<file path="src/rtl/sms_power_engine.sv">
// sms_power_engine: per-lane GF(2^6) exponentiation p = x^e (poly x^6+x+1),
// computed MSB-first by square-and-multiply over exactly six COMPUTE cycles.
// All lanes share one FSM and one exponent.
// Optional build macro SMS_LINEAR_TERM_EN: each lane result is additionally
// XORed with the parity of (captured x & LIN_MASK) replicated over 6 bits.
module sms_power_engine #(
  parameter int unsigned LANES    = 4,
  parameter logic [5:0]  LIN_MASK = 6'h14
) (
  input  logic               clk,
  input  logic               rst,
  input  logic               in_valid,
  output logic               in_ready,
  input  logic [6*LANES-1:0] in_x,
  input  logic [5:0]         in_e,
  output logic               out_valid,
  input  logic               out_ready,
  output logic [6*LANES-1:0] out_y,
  output logic               busy
);

  typedef enum logic [1:0] {IDLE, COMPUTE, DONE} state_t;

  state_t             state;
  logic [6*LANES-1:0] x_q;
  logic [6*LANES-1:0] acc_q;
  logic [6*LANES-1:0] acc_d;
  logic [6*LANES-1:0] y_d;
  logic [5:0]         e_q;
  logic [2:0]         cnt_q;

  // GF(2^6) multiply; x^6 folds back to x+1 (6'h03).
  function automatic logic [5:0] gf_mul(input logic [5:0] a, input logic [5:0] b);
    logic [5:0] r;
    logic [5:0] t;
    r = 6'h00;
    t = a;
    for (int i = 0; i < 6; i++) begin
      if (b[i]) r = r ^ t;
      t = {t[4:0], 1'b0} ^ (t[5] ? 6'h03 : 6'h00);
    end
    return r;
  endfunction

  // One square-and-multiply step per lane, plus the final output mapping.
  always_comb begin
    logic [5:0] sq;
    acc_d = '0;
    y_d   = '0;
    sq    = 6'h00;
    for (int i = 0; i < int'(LANES); i++) begin
      sq = gf_mul(acc_q[6*i +: 6], acc_q[6*i +: 6]);
      acc_d[6*i +: 6] = e_q[cnt_q] ? gf_mul(sq, x_q[6*i +: 6]) : sq;
`ifdef SMS_LINEAR_TERM_EN
      y_d[6*i +: 6] = acc_d[6*i +: 6] ^ {6{^(x_q[6*i +: 6] & LIN_MASK)}};
`else
      y_d[6*i +: 6] = acc_d[6*i +: 6];
`endif
    end
  end

`ifndef SMS_LINEAR_TERM_EN
  // LIN_MASK only matters when the linear term is built in.
  logic [5:0] unused_lin_mask;
  assign unused_lin_mask = LIN_MASK;
`endif

  // Control FSM with registered handshake/status outputs.
  always_ff @(posedge clk or posedge rst) begin
    if (rst) begin
      state     <= IDLE;
      x_q       <= '0;
      e_q       <= 6'h00;
      acc_q     <= '0;
      cnt_q     <= 3'd5;
      out_y     <= '0;
      in_ready  <= 1'b1;
      out_valid <= 1'b0;
      busy      <= 1'b0;
    end else begin
      unique case (state)
        IDLE: begin
          if (in_valid) begin
            x_q      <= in_x;
            e_q      <= in_e;
            acc_q    <= {LANES{6'h01}};
            cnt_q    <= 3'd5;
            in_ready <= 1'b0;
            busy     <= 1'b1;
            state    <= COMPUTE;
          end
        end
        COMPUTE: begin
          acc_q <= acc_d;
          if (cnt_q == 3'd0) begin
            cnt_q     <= 3'd5;
            out_y     <= y_d;
            out_valid <= 1'b1;
            state     <= DONE;
          end else begin
            cnt_q <= cnt_q - 3'd1;
          end
        end
        DONE: begin
          if (out_ready) begin
            out_valid <= 1'b0;
            in_ready  <= 1'b1;
            busy      <= 1'b0;
            state     <= IDLE;
          end
        end
        default: begin
          state     <= IDLE;
          in_ready  <= 1'b1;
          out_valid <= 1'b0;
          busy      <= 1'b0;
        end
      endcase
    end
  end

endmodule

</file>
<file path="config.mk">
export PLATFORM = sky130hd
export DESIGN_NAME = sms_power_engine
export DESIGN_NICKNAME = d
export VERILOG_FILES = /design/src/rtl/sms_power_engine.sv
export SDC_FILE = /design/constraint.sdc
export NUM_CORES = 1
export LEC_CHECK = 0
export ABC_CLOCK_PERIOD_IN_PS = 5600
export CAP_MARGIN = 15
export CORE_UTILIZATION = 40
export DETAILED_ROUTE_END_ITERATION = 8
export GPL_TIMING_DRIVEN = 0
export SLEW_MARGIN = 25
export SYNTH_ARGS = -nofsm -noshare
export SYNTH_HDL_FRONTEND = slang
export SYNTH_SLANG_ARGS = --single-unit
</file>
<file path="constraint.sdc">
create_clock -name clk -period 5.6 [get_ports clk]
set_clock_uncertainty 0.05 [all_clocks]
set_input_delay 1.4 -clock clk [delete_from_list [all_inputs] [get_ports clk]]
set_output_delay 1.4 -clock clk [all_outputs]
set_load 0.02 [all_outputs]
</file>
==> impl_metrics.prom <==
# TYPE chip_impl_metric gauge
chip_impl_info{name="status",value="completed"} 1
chip_impl_info{name="critical_path_cell_by_cell",value="clkdlybuf4s50_1 -> nor2b_1 -> nor2b_1 -> clkbuf_1 -> buf_1 -> mux2_2"} 1
chip_impl_metric{name="synth_async_sr_flop_share",unit=""} 1.000
chip_impl_info{name="cts_tree",value="done"} 1
chip_impl_metric{name="cts_post_setup_buffers_inserted",unit=""} 0
chip_impl_metric{name="reg2reg_slack",unit="ps"} 2080
chip_impl_info{name="rr_startpoint",value="acc_q[5]"} 1
chip_impl_metric{name="grt_start_max_net_pins",unit=""} 68
chip_impl_metric{name="antenna_left",unit=""} 0
chip_impl_info{name="synth_area_leader_cell",value="sky130_fd_sc_hd__dfrtp_1"} 1
chip_impl_info{name="postSynth.topFlopCell",value="sky130_fd_sc_hd__dfrtp_1"} 1
chip_impl_metric{name="period_share",unit=""} 0.6307
chip_impl_metric{name="transition_at_the_pin_with_the_smallest_max_transition_slack",unit="ps"} 875.8
chip_impl_metric{name="wl_per_cell",unit="microns"} 17.48
chip_impl_metric{name="start_util",unit=""} 0.4086
chip_impl_metric{name="min_path_cells",unit=""} 2
chip_impl_metric{name="cp_num_buf_inv",unit=""} 3
chip_impl_info{name="hold_path_end",value="out_y[0]"} 1
chip_impl_info{name="yosysMostFrequentCell",value="sky130_fd_sc_hd__nand2_1"} 1
chip_impl_metric{name="diodes",unit=""} 0
chip_impl_info{name="worstSetupPathType",value="in -> reg"} 1
chip_impl_metric{name="synth_seq_area_share",unit=""} 0.2821
chip_impl_metric{name="postCtsResizedCells",unit=""} 0
chip_impl_metric{name="avgViaCountPerCell",unit=""} 5.500
chip_impl_metric{name="postSynthNetCount",unit=""} 935
chip_impl_info{name="critical-path-slowest-cell",value="sky130_fd_sc_hd__buf_1"} 1
chip_impl_metric{name="core",unit="sq um"} 18710
chip_impl_metric{name="timing.fmax",unit="MHz"} 283.1
chip_impl_metric{name="floorplan.die.width",unit="microns"} 140.2
chip_impl_info{name="worst_setup_path_start_kind",value="primary input"} 1
chip_impl_metric{name="die_area",unit="sq um"} 19660
chip_impl_info{name="min-delay-path-class",value="reg -> reg"} 1
chip_impl_metric{name="drive_above_1_share",unit=""} 0.1254
chip_impl_info{name="rsz_0062_raised_after_global_routing",value="false"} 1
chip_impl_metric{name="worst-path-max-fanout",unit=""} 10
chip_impl_metric{name="detail_route.drc_violations",unit=""} 0
chip_impl_metric{name="floorplan.die.height",unit="microns"} 140.2
chip_impl_metric{name="drt-initial-drc-count",unit=""} 431
chip_impl_metric{name="syn2layout_area_growth",unit="%"} 16.04
chip_impl_metric{name="vias",unit=""} 6639
chip_impl_info{name="netlist_top_cells_area",value="sky130_fd_sc_hd__dfrtp_1 27%, sky130_fd_sc_hd__xnor2_1 9.3%, sky130_fd_sc_hd__nand2_1 7.8%, sky130_fd_sc_hd__mux2_2 5.6%, sky130_fd_sc_hd__xor2_1 4.0%"} 1
chip_impl_metric{name="min_period",unit="ps"} 3532
chip_impl_metric{name="number_of_global_route_vias_before_repair",unit=""} 6292
chip_impl_metric{name="number_of_nets_at_the_end_of_the_flow",unit=""} 1007
chip_impl_metric{name="io_buffers",unit=""} 60
chip_impl_metric{name="clock-sinks",unit=""} 86
chip_impl_metric{name="syn_area_per_cell",unit="sq um"} 8.529
chip_impl_metric{name="fraction_of_synthesized_cell_area_taken_by_the_top_area_cell_type",unit=""} 0.2718
chip_impl_metric{name="maxCapViolations",unit=""} 0
chip_impl_metric{name="cts-buffers-inserted",unit=""} 9
chip_impl_metric{name="drt_pass1_iterations",unit=""} 6
chip_impl_metric{name="grt_first_pass_wirelength",unit="microns"} 34780
chip_impl_metric{name="count_of_yosys_warnings_during_synthesis",unit=""} 0
chip_impl_metric{name="synth_edf_count",unit=""} 0
chip_impl_metric{name="hold_viol_final",unit=""} 0
chip_impl_metric{name="worst_r2r_path_depth",unit=""} 11
chip_impl_metric{name="timing.critical_path.arrival",unit="ps"} 3720
chip_impl_metric{name="gp_congestion",unit=""} 0.8533
chip_impl_metric{name="cts.clk_slew.worst_paths",unit="ps"} 80
chip_impl_metric{name="htree_levels",unit=""} 3
chip_impl_metric{name="timing.final.max_slew_violations",unit=""} 0
chip_impl_info{name="r2r-end",value="out_y[2]"} 1
chip_impl_metric{name="setup-tns-final",unit="ps"} 0
chip_impl_metric{name="netlist-cell-type-count",unit=""} 88
chip_impl_info{name="min_from",value="out_y[0]"} 1
chip_impl_metric{name="synth.cell_area",unit="sq um"} 7642
chip_impl_info{name="cts.root.buffer_cell",value="sky130_fd_sc_hd__clkbuf_16"} 1
chip_impl_metric{name="placementRows",unit=""} 50
chip_impl_metric{name="clock_latency",unit="ps"} 370
chip_impl_info{name="critical-path-top-delay-family",value="buffers and inverters"} 1
chip_impl_metric{name="global_route.usage.total",unit=""} 0.2261
chip_impl_metric{name="setup_violations",unit=""} 0
chip_impl_metric{name="hpwlAfterDp",unit="microns"} 15330
chip_impl_info{name="critical_path_end_type",value="flip-flop"} 1
chip_impl_metric{name="synth.ff_latch_count",unit=""} 86
chip_impl_info{name="critical_path.most_common_cell",value="sky130_fd_sc_hd__nor2b_1"} 1
chip_impl_metric{name="boundaryPins",unit=""} 61
chip_impl_metric{name="cp_data_required_time",unit="ps"} 5790
chip_impl_metric{name="maximum_root_to_sink_buffer_count",unit=""} 2
chip_impl_metric{name="timing.critical_path.slowest_cell_delay",unit="ps"} 610
chip_impl_info{name="synth.cells.most_frequent",value="159 x sky130_fd_sc_hd__nand2_1, 83 x sky130_fd_sc_hd__dfrtp_1, 81 x sky130_fd_sc_hd__xnor2_1"} 1
chip_impl_metric{name="antenna_found_initial",unit=""} 0
chip_impl_metric{name="postSynthCellCount",unit=""} 896
chip_impl_metric{name="postRouteWirelength",unit="microns"} 21100
chip_impl_metric{name="cts_stage_hold_buffer_count",unit=""} 0
chip_impl_metric{name="timing.slew.headroom",unit=""} 0.4046
chip_impl_metric{name="grt-ovfl-total",unit=""} 0
cells in the final DEF, fill, tap and decap left out, types with 7 or more instances in the layout:
| cell type | instances |
|---|---|
| sky130_fd_sc_hd__a211oi_1 | 9 |
| sky130_fd_sc_hd__xnor2_1 | 81 |
| sky130_fd_sc_hd__nand2_1 | 159 |
| sky130_fd_sc_hd__xnor3_1 | 12 |
| sky130_fd_sc_hd__buf_2 | 17 |
| sky130_fd_sc_hd__inv_1 | 14 |
| sky130_fd_sc_hd__nor2_1 | 48 |
| sky130_fd_sc_hd__dfrtp_1 | 83 |
| sky130_fd_sc_hd__clkdlybuf4s50_1 | 60 |
| sky130_fd_sc_hd__clkbuf_1 | 40 |
| sky130_fd_sc_hd__o21ai_0 | 52 |
| sky130_fd_sc_hd__a21oi_1 | 35 |
| sky130_fd_sc_hd__xnor2_2 | 7 |
| sky130_fd_sc_hd__mux2i_1 | 28 |
| sky130_fd_sc_hd__o21ai_1 | 7 |
| sky130_fd_sc_hd__xor2_1 | 35 |
| sky130_fd_sc_hd__nand3_1 | 14 |
| sky130_fd_sc_hd__nor3_1 | 16 |
| sky130_fd_sc_hd__o22ai_1 | 9 |
| sky130_fd_sc_hd__nor2b_1 | 16 |
| sky130_fd_sc_hd__mux2_2 | 38 |
| sky130_fd_sc_hd__clkbuf_16 | 9 |
| sky130_fd_sc_hd__nor3b_1 | 9 |
| sky130_fd_sc_hd__nand2b_1 | 16 |
per-stage QoR:
step	instances	utilization	area (sq um)	setup WS, ps	hold slack [ps]
5_1_grt	1207	0.4741	8869	1822	470.3
3_3_place_gp	1190	0.4563	8536	233.4	423.7
6_report	1207	0.4741	8869	2068	439.9
4_1_cts	1207	0.4741	8869	1994	447.7
2_1_floorplan	896	-	7642	1933	425.2
3_5_place_dp	1191	0.4583	8572	1625	424.6
routing by layer:
layer / up-vias / GRT usage / share of wire / wire length [microns]
met2: 144 / 0.3574 / 0.45 / 9556
met3: 23 / 0.02872 / 0.038 / 808
met1: 3225 / 0.3233 / 0.49 / 10430
met4: 0 / 0.06362 / 0.015 / 308
li1: 3247 / - / - / -
met5: - / 0 / 0 / 0
worst max-delay path by stage:
stage | start | end | cells after the start
CTS | in_valid | x_q[14] | 6
detailed placement | in_valid | x_q[14] | 6
finish | in_valid | x_q[14] | 6
global placement | rst | x_q[1] | 2
floorplan | rst | acc_q[0] | 1
global route | in_valid | x_q[14] | 6
layout make-up:
cell class                 instances  area [sq um]
buffer                            74         345.3
clock buffer                       9         225.2
clock inverter                     7         71.32
fill                            1848          9837
inverter                          16         65.06
multi-input combinational        720          5085
sequential                        86          2156
tap                              234         292.8
timing repair buffer              61         628.1
cells by family (layout without fill, tap and decap cells):
kind of cell | count (synthesis) | after routing | synth area share
xor gates and xnor gates | 140 | 140 | 0.1971
and+or+nand+nor | 324 | 324 | 0.2007
buffers and inverters | 90 | 167 | 0.05304
DFF | 86 | 86 | 0.2821
adders and majority gates | 5 | 5 | 0.008186
AOI/OAI and AO/OA | 181 | 181 | 0.1560
muxes | 70 | 70 | 0.1028
worst register-to-register path, delay by kind of cell, from the launching register on:
kind,cells,cell delay (ps)
adders and majority gates,1,280
xor gates and xnor gates,3,1040
DFF,1,400
buffers and inverters,1,210
and+or+nand+nor,3,730
muxes,1,300
AOI/OAI and AO/OA,2,370
flip-flops by register name, summed over array words and instances (netlist names):
name / flops
acc_q: 24
out_y: 24
x_q: 24
e_q: 6
cnt_q: 3
state: 2
busy: 1
in_ready: 1
out_valid: 1
Power is left out: the tool's default activity adds up to more than one toggle a clock period on the data nets, which glitch-free logic cannot reach.
